<file path="src/rtl/fetch_exec_controller_pkg.sv">
// Shared definitions for the fetch/execute sequencer: state and instruction-class encodings,
// opcode/op constants, datapath select codes and the decoder used at DEC.
package fetch_exec_controller_pkg;

    typedef enum logic [4:0] {
        S_RST     = 5'd0,
        S_IF      = 5'd1,
        S_UPC     = 5'd2,
        S_DEC     = 5'd3,
        S_WR_IMM  = 5'd4,
        S_GET_A   = 5'd5,
        S_GET_B   = 5'd6,
        S_SHFT    = 5'd7,
        S_ALU     = 5'd8,
        S_CMP     = 5'd9,
        S_WB      = 5'd10,
        S_ADDR    = 5'd11,
        S_LDA     = 5'd12,
        S_MRD     = 5'd13,
        S_GET_RD  = 5'd14,
        S_STC     = 5'd15,
        S_MWR     = 5'd16,
        S_HALT    = 5'd17,
        S_ILLEGAL = 5'd18
    } state_e;

    typedef enum logic [3:0] {
        CL_MOVI    = 4'd0,
        CL_MOVR    = 4'd1,
        CL_ARITH   = 4'd2,
        CL_CMP     = 4'd3,
        CL_MVN     = 4'd4,
        CL_LDR     = 4'd5,
        CL_STR     = 4'd6,
        CL_HALT    = 4'd7,
        CL_ILLEGAL = 4'd8
    } instr_class_e;

    localparam logic [2:0] OPC_LDR  = 3'b011;
    localparam logic [2:0] OPC_STR  = 3'b100;
    localparam logic [2:0] OPC_ALU  = 3'b101;
    localparam logic [2:0] OPC_MOV  = 3'b110;
    localparam logic [2:0] OPC_HALT = 3'b111;

    localparam logic [1:0] OP_ADD  = 2'b00;
    localparam logic [1:0] OP_CMP  = 2'b01;
    localparam logic [1:0] OP_AND  = 2'b10;
    localparam logic [1:0] OP_MVN  = 2'b11;
    localparam logic [1:0] OP_MOVR = 2'b00;
    localparam logic [1:0] OP_MOVI = 2'b10;
    localparam logic [1:0] OP_MEM  = 2'b00;

    localparam logic [2:0] NSEL_NONE = 3'b000;
    localparam logic [2:0] NSEL_RN   = 3'b001;
    localparam logic [2:0] NSEL_RD   = 3'b010;
    localparam logic [2:0] NSEL_RM   = 3'b100;

    localparam logic [1:0] VSEL_C     = 2'b00;
    localparam logic [1:0] VSEL_IMM   = 2'b10;
    localparam logic [1:0] VSEL_MDATA = 2'b11;

    localparam logic [1:0] MEM_NONE  = 2'b00;
    localparam logic [1:0] MEM_READ  = 2'b01;
    localparam logic [1:0] MEM_WRITE = 2'b10;

    typedef struct packed {
        logic [2:0] nsel;
        logic       loada;
        logic       loadb;
        logic       loadc;
        logic       loads;
        logic       asel;
        logic       bsel;
        logic [1:0] vsel;
        logic       write;
        logic       load_ir;
        logic       load_pc;
        logic       reset_pc;
        logic       addr_sel;
        logic       load_addr;
        logic [1:0] mem_cmd;
        logic       halt;
        logic       illegal;
    } ctrl_t;

    function automatic instr_class_e decode_class(input logic [2:0] opcode, input logic [1:0] op);
        instr_class_e cls;
        cls = CL_ILLEGAL;
        if (opcode == OPC_HALT) begin
            cls = CL_HALT;
        end else begin
            case ({opcode, op})
                {OPC_MOV, OP_MOVI}: cls = CL_MOVI;
                {OPC_MOV, OP_MOVR}: cls = CL_MOVR;
                {OPC_ALU, OP_ADD}:  cls = CL_ARITH;
                {OPC_ALU, OP_AND}:  cls = CL_ARITH;
                {OPC_ALU, OP_CMP}:  cls = CL_CMP;
                {OPC_ALU, OP_MVN}:  cls = CL_MVN;
                {OPC_LDR, OP_MEM}:  cls = CL_LDR;
                {OPC_STR, OP_MEM}:  cls = CL_STR;
                default:            cls = CL_ILLEGAL;
            endcase
        end
        return cls;
    endfunction

endpackage

</file>
<file path="src/rtl/fetch_exec_controller_ctrl_wait_counter.sv">
// Memory-phase cycle counter shared by the instruction fetch and load-read phases.
// Counts 0..MEM_LAT and holds at MEM_LAT; o_done marks the final cycle of the phase.
module ctrl_wait_counter #(
    parameter int MEM_LAT = 1
) (
    input  logic i_clk,
    input  logic i_rst_n,
    input  logic i_clear,
    input  logic i_en,
    output logic o_done
);

    localparam int CW = $clog2(MEM_LAT + 1);
    localparam logic [CW-1:0] LAST = CW'(MEM_LAT);

    logic [CW-1:0] r_count;
    logic          w_done;

    assign w_done = (r_count == LAST);
    assign o_done = w_done;

    // Saturates at LAST so a stalled phase can never wrap back to zero.
    always_ff @(posedge i_clk or negedge i_rst_n) begin
        if (!i_rst_n) begin
            r_count <= '0;
        end else if (i_clear) begin
            r_count <= '0;
        end else if (i_en && !w_done) begin
            r_count <= r_count + CW'(1);
        end
    end

endmodule

</file>
<file path="src/rtl/fetch_exec_controller.sv">
// Multi-cycle fetch/decode/execute sequencer for the simple RISC CPU. Moore machine: every
// datapath and memory strobe is decoded from the current state and the memory wait counter.
module fetch_exec_controller
    import fetch_exec_controller_pkg::*;
#(
    parameter int MEM_LAT = 1
) (
    input  logic       clk,
    input  logic       reset,
    input  logic [2:0] opcode,
    input  logic [1:0] op,
    output logic [2:0] nsel,
    output logic       loada,
    output logic       loadb,
    output logic       loadc,
    output logic       loads,
    output logic       asel,
    output logic       bsel,
    output logic [1:0] vsel,
    output logic       write,
    output logic       load_ir,
    output logic       load_pc,
    output logic       reset_pc,
    output logic       addr_sel,
    output logic       load_addr,
    output logic [1:0] mem_cmd,
    output logic       halt,
    output logic       illegal,
    output logic [4:0] dbg_state
);

    state_e       r_state;
    state_e       w_next;
    instr_class_e r_class;
    instr_class_e w_dec_class;
    logic         w_wait_en;
    logic         w_wait_clr;
    logic         w_wait_done;
    ctrl_t        w_ctrl;

    assign w_dec_class = decode_class(opcode, op);

    always_ff @(posedge clk or negedge reset) begin
        if (!reset) begin
            r_state <= S_RST;
        end else begin
            r_state <= w_next;
        end
    end

    // The class is latched at DEC so later branches ignore any change on opcode/op.
    always_ff @(posedge clk or negedge reset) begin
        if (!reset) begin
            r_class <= CL_ILLEGAL;
        end else if (r_state == S_DEC) begin
            r_class <= w_dec_class;
        end
    end

    assign w_wait_en  = (r_state == S_IF) || (r_state == S_MRD);
    assign w_wait_clr = ((w_next == S_IF) || (w_next == S_MRD)) && (w_next != r_state);

    ctrl_wait_counter #(
        .MEM_LAT (MEM_LAT)
    ) u_wait (
        .i_clk   (clk),
        .i_rst_n (reset),
        .i_clear (w_wait_clr),
        .i_en    (w_wait_en),
        .o_done  (w_wait_done)
    );

    always_comb begin
        w_next = r_state;
        case (r_state)
            S_RST:    w_next = S_IF;
            S_IF:     if (w_wait_done) w_next = S_UPC;
            S_UPC:    w_next = S_DEC;
            S_DEC: begin
                case (w_dec_class)
                    CL_MOVI:                     w_next = S_WR_IMM;
                    CL_MOVR, CL_MVN:             w_next = S_GET_B;
                    CL_ARITH, CL_CMP,
                    CL_LDR, CL_STR:              w_next = S_GET_A;
                    CL_HALT:                     w_next = S_HALT;
                    default:                     w_next = S_ILLEGAL;
                endcase
            end
            S_WR_IMM: w_next = S_IF;
            S_GET_A:  w_next = ((r_class == CL_LDR) || (r_class == CL_STR)) ? S_ADDR : S_GET_B;
            S_GET_B: begin
                case (r_class)
                    CL_MOVR: w_next = S_SHFT;
                    CL_CMP:  w_next = S_CMP;
                    default: w_next = S_ALU;
                endcase
            end
            S_SHFT:   w_next = S_WB;
            S_ALU:    w_next = S_WB;
            S_CMP:    w_next = S_IF;
            S_WB:     w_next = S_IF;
            S_ADDR:   w_next = S_LDA;
            S_LDA:    w_next = (r_class == CL_LDR) ? S_MRD : S_GET_RD;
            S_MRD:    if (w_wait_done) w_next = S_IF;
            S_GET_RD: w_next = S_STC;
            S_STC:    w_next = S_MWR;
            S_MWR:    w_next = S_IF;
            S_HALT:   w_next = S_HALT;
            S_ILLEGAL: w_next = S_ILLEGAL;
            default:  w_next = S_RST;
        endcase
    end

    // Outputs are forced idle while reset is held low, including the RST state itself.
    always_comb begin
        w_ctrl         = '0;
        w_ctrl.nsel    = NSEL_NONE;
        w_ctrl.mem_cmd = MEM_NONE;
        if (reset) begin
            case (r_state)
                S_RST: begin
                    w_ctrl.reset_pc = 1'b1;
                    w_ctrl.load_pc  = 1'b1;
                end
                S_IF: begin
                    w_ctrl.addr_sel = 1'b1;
                    w_ctrl.mem_cmd  = MEM_READ;
                    w_ctrl.load_ir  = w_wait_done;
                end
                S_UPC:    w_ctrl.load_pc = 1'b1;
                S_WR_IMM: begin
                    w_ctrl.nsel  = NSEL_RN;
                    w_ctrl.vsel  = VSEL_IMM;
                    w_ctrl.write = 1'b1;
                end
                S_GET_A: begin
                    w_ctrl.nsel  = NSEL_RN;
                    w_ctrl.loada = 1'b1;
                end
                S_GET_B: begin
                    w_ctrl.nsel  = NSEL_RM;
                    w_ctrl.loadb = 1'b1;
                end
                S_SHFT: begin
                    w_ctrl.asel  = 1'b1;
                    w_ctrl.loadc = 1'b1;
                end
                S_ALU:    w_ctrl.loadc = 1'b1;
                S_CMP:    w_ctrl.loads = 1'b1;
                S_WB: begin
                    w_ctrl.nsel  = NSEL_RD;
                    w_ctrl.vsel  = VSEL_C;
                    w_ctrl.write = 1'b1;
                end
                S_ADDR: begin
                    w_ctrl.bsel  = 1'b1;
                    w_ctrl.loadc = 1'b1;
                end
                S_LDA:    w_ctrl.load_addr = 1'b1;
                S_MRD: begin
                    w_ctrl.mem_cmd = MEM_READ;
                    if (w_wait_done) begin
                        w_ctrl.nsel  = NSEL_RD;
                        w_ctrl.vsel  = VSEL_MDATA;
                        w_ctrl.write = 1'b1;
                    end
                end
                S_GET_RD: begin
                    w_ctrl.nsel  = NSEL_RD;
                    w_ctrl.loadb = 1'b1;
                end
                S_STC: begin
                    w_ctrl.asel  = 1'b1;
                    w_ctrl.loadc = 1'b1;
                end
                S_MWR:    w_ctrl.mem_cmd = MEM_WRITE;
                S_HALT:   w_ctrl.halt = 1'b1;
                S_ILLEGAL: begin
                    w_ctrl.halt    = 1'b1;
                    w_ctrl.illegal = 1'b1;
                end
                default: ;
            endcase
        end
    end

    assign nsel      = w_ctrl.nsel;
    assign loada     = w_ctrl.loada;
    assign loadb     = w_ctrl.loadb;
    assign loadc     = w_ctrl.loadc;
    assign loads     = w_ctrl.loads;
    assign asel      = w_ctrl.asel;
    assign bsel      = w_ctrl.bsel;
    assign vsel      = w_ctrl.vsel;
    assign write     = w_ctrl.write;
    assign load_ir   = w_ctrl.load_ir;
    assign load_pc   = w_ctrl.load_pc;
    assign reset_pc  = w_ctrl.reset_pc;
    assign addr_sel  = w_ctrl.addr_sel;
    assign load_addr = w_ctrl.load_addr;
    assign mem_cmd   = w_ctrl.mem_cmd;
    assign halt      = w_ctrl.halt;
    assign illegal   = w_ctrl.illegal;
    assign dbg_state = r_state;

endmodule
</file>
<file path="config.mk">
export PLATFORM = sky130hd
export DESIGN_NAME = fetch_exec_controller
export DESIGN_NICKNAME = d
export VERILOG_FILES = /design/src/rtl/fetch_exec_controller_pkg.sv /design/src/rtl/fetch_exec_controller_ctrl_wait_counter.sv /design/src/rtl/fetch_exec_controller.sv
export SDC_FILE = /design/constraint.sdc
export NUM_CORES = 1
export LEC_CHECK = 0
export ABC_AREA = 1
export BUFFER_PORTS_ARGS = -buffer_cell sky130_fd_sc_hd__buf_2
export CORE_MARGIN = 1.5
export CORE_UTILIZATION = 54
export DETAILED_ROUTE_END_ITERATION = 16
export GPL_ROUTABILITY_DRIVEN = 1
export PLACE_DENSITY_LB_ADDON = 0.12
export SETUP_SLACK_MARGIN = 0.15
export SLEW_MARGIN = 20
export SYNTH_ARGS = -nofsm -noshare
export SYNTH_HDL_FRONTEND = slang
export SYNTH_SLANG_ARGS = --single-unit
</file>
<file path="constraint.sdc">
create_clock -name clk -period 4.03 [get_ports clk]
set_clock_uncertainty 0.15 [all_clocks]
set_input_delay 0.403 -clock clk [delete_from_list [all_inputs] [get_ports clk]]
set_output_delay 0.403 -clock clk [all_outputs]
set_load 0.01 [all_outputs]
</file>
Word-level counts from Yosys, hierarchy flattened
Memories as Yosys holds them, arrays and structs flattened.
Index checks and enable logic that the tools add are counted.
- register bits after elaboration: 10
- ROM bits: 160
- memories: 2
- add/sub/neg operators: 1
- equal/unequal tests: 26
- muxes and demuxes: 29
- reductions and logical operators: 18
- memory list (memory ; depth ; bits a word ; rd ports ; clocked after memory_dff ; write ports ; line ; source):
    (no name shown) ; 32 ; 4 ; 1 ; 0 ; 0 ; fetch_exec_controller_pkg.sv:92 ; case ({opcode, op})
    (no name shown) ; 8 ; 4 ; 1 ; 0 ; 0 ; fetch_exec_controller.sv:80 ; case (w_dec_class)
- operator list (cell ; number):
    one-hot mux 5 bit (14 select lines) ; 1
    == test 5 x 4 -> 1 bit, second input constant ; 9
    two-way mux 21 bit ; 1
    == test 5 x 3 -> 1 bit, second input constant ; 4
    OR reduction 2 bit ; 8
    == test 5 bit, second input constant ; 3
    two-way mux 1 bit ; 15
    two-way mux 5 bit ; 3
    one-hot mux 3 bit (4 select lines) ; 1
    == test 5 x 1 -> 1 bit, second input constant ; 2
    == test 5 x 2 -> 1 bit, second input constant ; 2
    one-hot mux 3 bit (3 select lines) ; 1
    == test 4 x 3 -> 1 bit, second input constant ; 2
    two-way mux 4 bit ; 2
    one-hot mux 4 bit (2 select lines) ; 1
    logical NOT 5 bit ; 1
    inequality test 5 bit ; 1
    OR reduction 5 bit ; 1
    == test 4 x 1 -> 1 bit, second input constant ; 1
    == test 4 x 2 -> 1 bit, second input constant ; 1
    two-way mux 2 bit ; 2
    one-hot mux 2 bit (2 select lines) ; 1
    OR reduction 4 bit ; 1
    == test 3 bit, second input constant ; 1
    6 further kinds ; 9

Longest topological paths before layout
An unclocked memory read counts as a cell.
- depth in word-level cells: 9
- gate-level depth with buffers: 14
- depth with buffers taken out: 14

By module
A second synthesis with hierarchy kept.
- cell total of the unflattened synthesis: 198
- area total of the unflattened synthesis: 1066.0 sq um
- by module, submodules not included (module ; times used ; cells an instance ; area each (sq um) ; sequential area each (sq um)):
    fetch_exec_controller ; 1 ; 195 ; 1033.5 ; 226.5
    ctrl_wait_counter ; 1 ; 3 ; 32.5 ; 25.0

Least setup slack after synthesis
OpenSTA, ideal clock, no wires.
- kind: reg2out
- start: register r_state[4] (netlist: dbg_state[4])
- end: output port nsel[1]
- arrival time: 1377 ps
- data required time: 3477 ps
- path slack: 2100 ps
- cell stages (with the launch flop): 7
- path buffers: 1
- path through: dfrtp_1 > inv_1 > buf_2 > nand3_1 > nor2_1 > nand2_1 > a31oi_1
- longest elaborated chain between the ends: 4
- elaborated cells between the ends (all ways): 10
- those cells by class: 6 x eq/ne; 2 x mux; 2 x reduce/logical
- ends and longest elaborated chain (what ; line ; source):
    start: declaration ; fetch_exec_controller.sv:32 ; state_e r_state;
    start signal: assignment ; fetch_exec_controller.sv:47 ; r_state <= w_next;
    == test 5 x 4 -> 1 bit / == test 5 x 3 -> 1 bit (equally long branches) ; fetch_exec_controller.sv:120 ; case (r_state)
    OR reduction 2 bit (no line) ; - ;
    one-hot mux 3 bit (4 select lines) (*) ; fetch_exec_controller.sv:120 ;
    two-way mux 21 bit (*) ; fetch_exec_controller.sv:119 ; if (reset) begin
    end: declaration ; fetch_exec_controller.sv:12 ; output logic [2:0] nsel,
Mark *: on every way between the ends. The rest lies on a longest branch, timed or not.

Worst setup path after layout
- start: input port reset
- end: output port mem_cmd[1]
- longest elaborated chain between the ends: 1
- ends and longest elaborated chain (what ; line ; source):
    start: declaration ; fetch_exec_controller.sv:9 ; input logic reset,
    two-way mux 21 bit ; fetch_exec_controller.sv:119 ;
    end: declaration ; fetch_exec_controller.sv:26 ; output logic [1:0] mem_cmd,
Every way passes these cells.

==> flow_metrics.env <==
export IMPL_dieArea_um2=2220
export IMPL_max_clock_freq_ghz=0.388
export IMPL_grt_first_pass_wirelength_um=4710
export IMPL_drive_gt1_frac=0.204
export IMPL_synth_compound_area_share=0.108
export IMPL_hold_start="r_class[1]"
export IMPL_syn2layout_area_growth_pct=21.8
export IMPL_ys_async_sr_fraction=1.00
export IMPL_period_minus_slack_ns=2.58
export IMPL_worstPathRequired_ns=3.48
export IMPL_first_pass_iters=4
export IMPL_root_buffer="clkbuf_4"
export IMPL_setup_violations=0
export IMPL_crit_arrival_ns=2.03
export IMPL_crit_path_end_kind="primary output"
export IMPL_yosys_warnings=0
export IMPL_synth_top_area_frac=0.215
export IMPL_synth_flop_cell="dfrtp_1"
export IMPL_gr_usage_all_layers=0.307
export IMPL_grt_max_degree=18
export IMPL_status="finished clean"
export IMPL_drtAntennaViolNets=0
export IMPL_startpoint_type="input port"
export IMPL_fin_nets=238
export IMPL_drt_iter0_markers=44
export IMPL_dieHeight_um=47.1
export IMPL_initial_core_util=0.589
export IMPL_post_drt_wl_per_cell_um=12.0
export IMPL_post_cts_setup_buffers=0
export IMPL_synth_top_cell_by_area="dfrtp_1"
export IMPL_power_density_nw_per_um2=570
export IMPL_yosysSeqAreaShare=0.240
export IMPL_syn_nets=202
export IMPL_hold_depth=2
export IMPL_die_w_um=47.1
export IMPL_holdCritPathClass="reg -> reg"
export IMPL_rsz0062_at_grt="no"
export IMPL_r2r_start="dbg_state[4]"
export IMPL_ios=33
export IMPL_syn_instance_count=195
export IMPL_syn_avg_cell_area_um2=5.38
export IMPL_hold_viol_final=0
export IMPL_post_dp_hpwl_um=2490
export IMPL_ir_worst_vdd_uv=535
export IMPL_clk_latency_ns=0.27
export IMPL_htree_levels=1
export IMPL_cts_buffers=3
export IMPL_report_final_slew_viol_count=0
export IMPL_synthSimpleGateAreaFrac=0.549
export IMPL_yosys_area_share_adder=0
export IMPL_grt_pass1_vias=1162
export IMPL_synthMuxAreaShare=0
export IMPL_antenna_found_initial=0
export IMPL_synth_edf_count=0
export IMPL_synth_cell_type_count=23
export IMPL_coreArea_um2=1780
export IMPL_ys_ff_latch=10
export IMPL_critPathMaxFanout=17
export IMPL_synth_xor_area_frac=0
export IMPL_drv_cap=0
export IMPL_globalRouteOverflowTotal=0
export IMPL_worst_pin_slew_ns=0.404
export IMPL_gp_congestion=0.957
export IMPL_vias=1379
export IMPL_syn_area_um2=1050
export IMPL_wirelength_um=3060
export IMPL_synth_area_top_cells="dfrtp_1 21%, nand2_1 20%, nor2_1 16%"
export IMPL_drc=0
export IMPL_clk_pin_slew_ns=0.06
export IMPL_cts_tree="done"
export IMPL_cts_sinks=10
export IMPL_ff2ff_path_depth=14
export IMPL_fin_tns_setup_ns=0
export IMPL_num_rows=15
export IMPL_fin_util=0.717
export IMPL_max_slew_margin=0.729
export IMPL_finalPower_mw=0.729
export IMPL_max_clock_path_buffers=2
export IMPL_synth_top_family_by_area="simple AND/OR/NAND/NOR gates"
export IMPL_finalCritPeriodShare=0.640
export IMPL_crit_type="in -> out"
export IMPL_leakagePower_nw=0.753
export IMPL_post_cts_resized=0
export IMPL_diodes=0
export IMPL_worstSetupStartpoint="reset"
export IMPL_portBuffers=32
export IMPL_routed_via_density=5.41
==> registers in the layout, summed over array words and instances (netlist names) <==
| name | flops |
|---|---|
| u_wait.o_done | 1 |
| r_class | 4 |
| dbg_state | 5 |
==> area by class of cell <==
type | count | area, um^2
clock buffer | 4 | 36.3
timing repair buffer | 33 | 170
sequential | 10 | 251
inverter | 26 | 98.8
fill | 163 | 504
multi-input combinational | 157 | 691
tap | 25 | 31.3
==> where the power goes <==
| part | switching, mW | leakage [nW] | internal [mW] |
|---|---|---|---|
| combinational | 0.289 | 0.605 | 0.138 |
| sequential | 0.0633 | 0.128 | 0.148 |
| clock | 0.0364 | 0.0210 | 0.0550 |
==> cell families after synthesis <==
kind of cell           Yosys count
AO/OA/AOI/OAI                   20
flip-flops                      10
buffers and inverters           28
AND/OR/NAND/NOR                137
==> repair_timing <==
action                                  in CTS  in global routing
endpoints found under the hold margin        9                  0
hold buffers                                 1                  0
endpoints found under the setup margin       0                  0
==> worst max-delay path, stage by stage <==
cell and delay, ns:
dlygate4sd3_1 0.53, buf_2 0.26, clkinv_1 0.40, nor3_1 0.27
buf_2 0.16
==> through the flow <==
stage	hold WS, ns	area [um^2]	std cells	setup slack [ns]
after CTS	0.375	1280	255	1.46
after floorplan	-0.0426	1050	195	2.10
after global placement	0.119	1230	250	2.03
after detailed placement	0.128	1230	250	1.98
after global routing	0.414	1280	255	1.29
final	0.377	1280	255	1.45
==> cells in the final DEF (no fill, tap or decap) <==
cell           synthesis  layout
dfstp_2                1       1
inv_1                 23      23
nor2_2                 5       5
nor2_1                44      44
a21oi_1                7       7
inv_2                  1       1
and2_0                 1       1
o211a_1                1       1
clkbuf_8               0       1
clkbuf_4               0       3
dfrtp_1                9       9
or2_2                  1       1
o21ai_0                9       9
nand2_2                1       1
buf_2                  1      32
nor3_1                 8       8
dlygate4sd3_1          0       1
clkinv_1               1       1
nand4_1                2       2
clkinv_2               1       1
a31oi_1                2       2
nand3_2                1       1
o2111a_1               1       1
nand3_1               17      17
nand2_1               57      57
==> synthesized netlist by cell type (2+ instances only) <==
library cell   n
dfrtp_1        9
a21oi_1        7
nor3_1         8
nor2_1        44
a31oi_1        2
o21ai_0        9
nand3_1       17
nand2_1       57
nor2_2         5
inv_1         23
nand4_1        2
==> path summary, 6_finish.rpt <==
check                           endpoint  slack, ns
min in group asynchronous     r_class[2]       0.39
min reg2reg                   r_class[1]       0.38
max reg2reg                u_wait.o_done       1.97
min                           r_class[1]       0.38
max in group asynchronous     r_class[3]       3.09
max                           mem_cmd[1]       1.45
==> metal layers <==
| layer | global-route usage | up-vias | share of wire |
|---|---|---|---|
| li1 | - | 694 | - |
| met1 | 0.342 | 608 | 0.41 |
| met2 | 0.523 | 63 | 0.50 |
| met3 | 0.0615 | 14 | 0.059 |
| met4 | 0.211 | 0 | 0.039 |
| met5 | 0 | - | 0 |
Power figures use the tool's default switching activity.
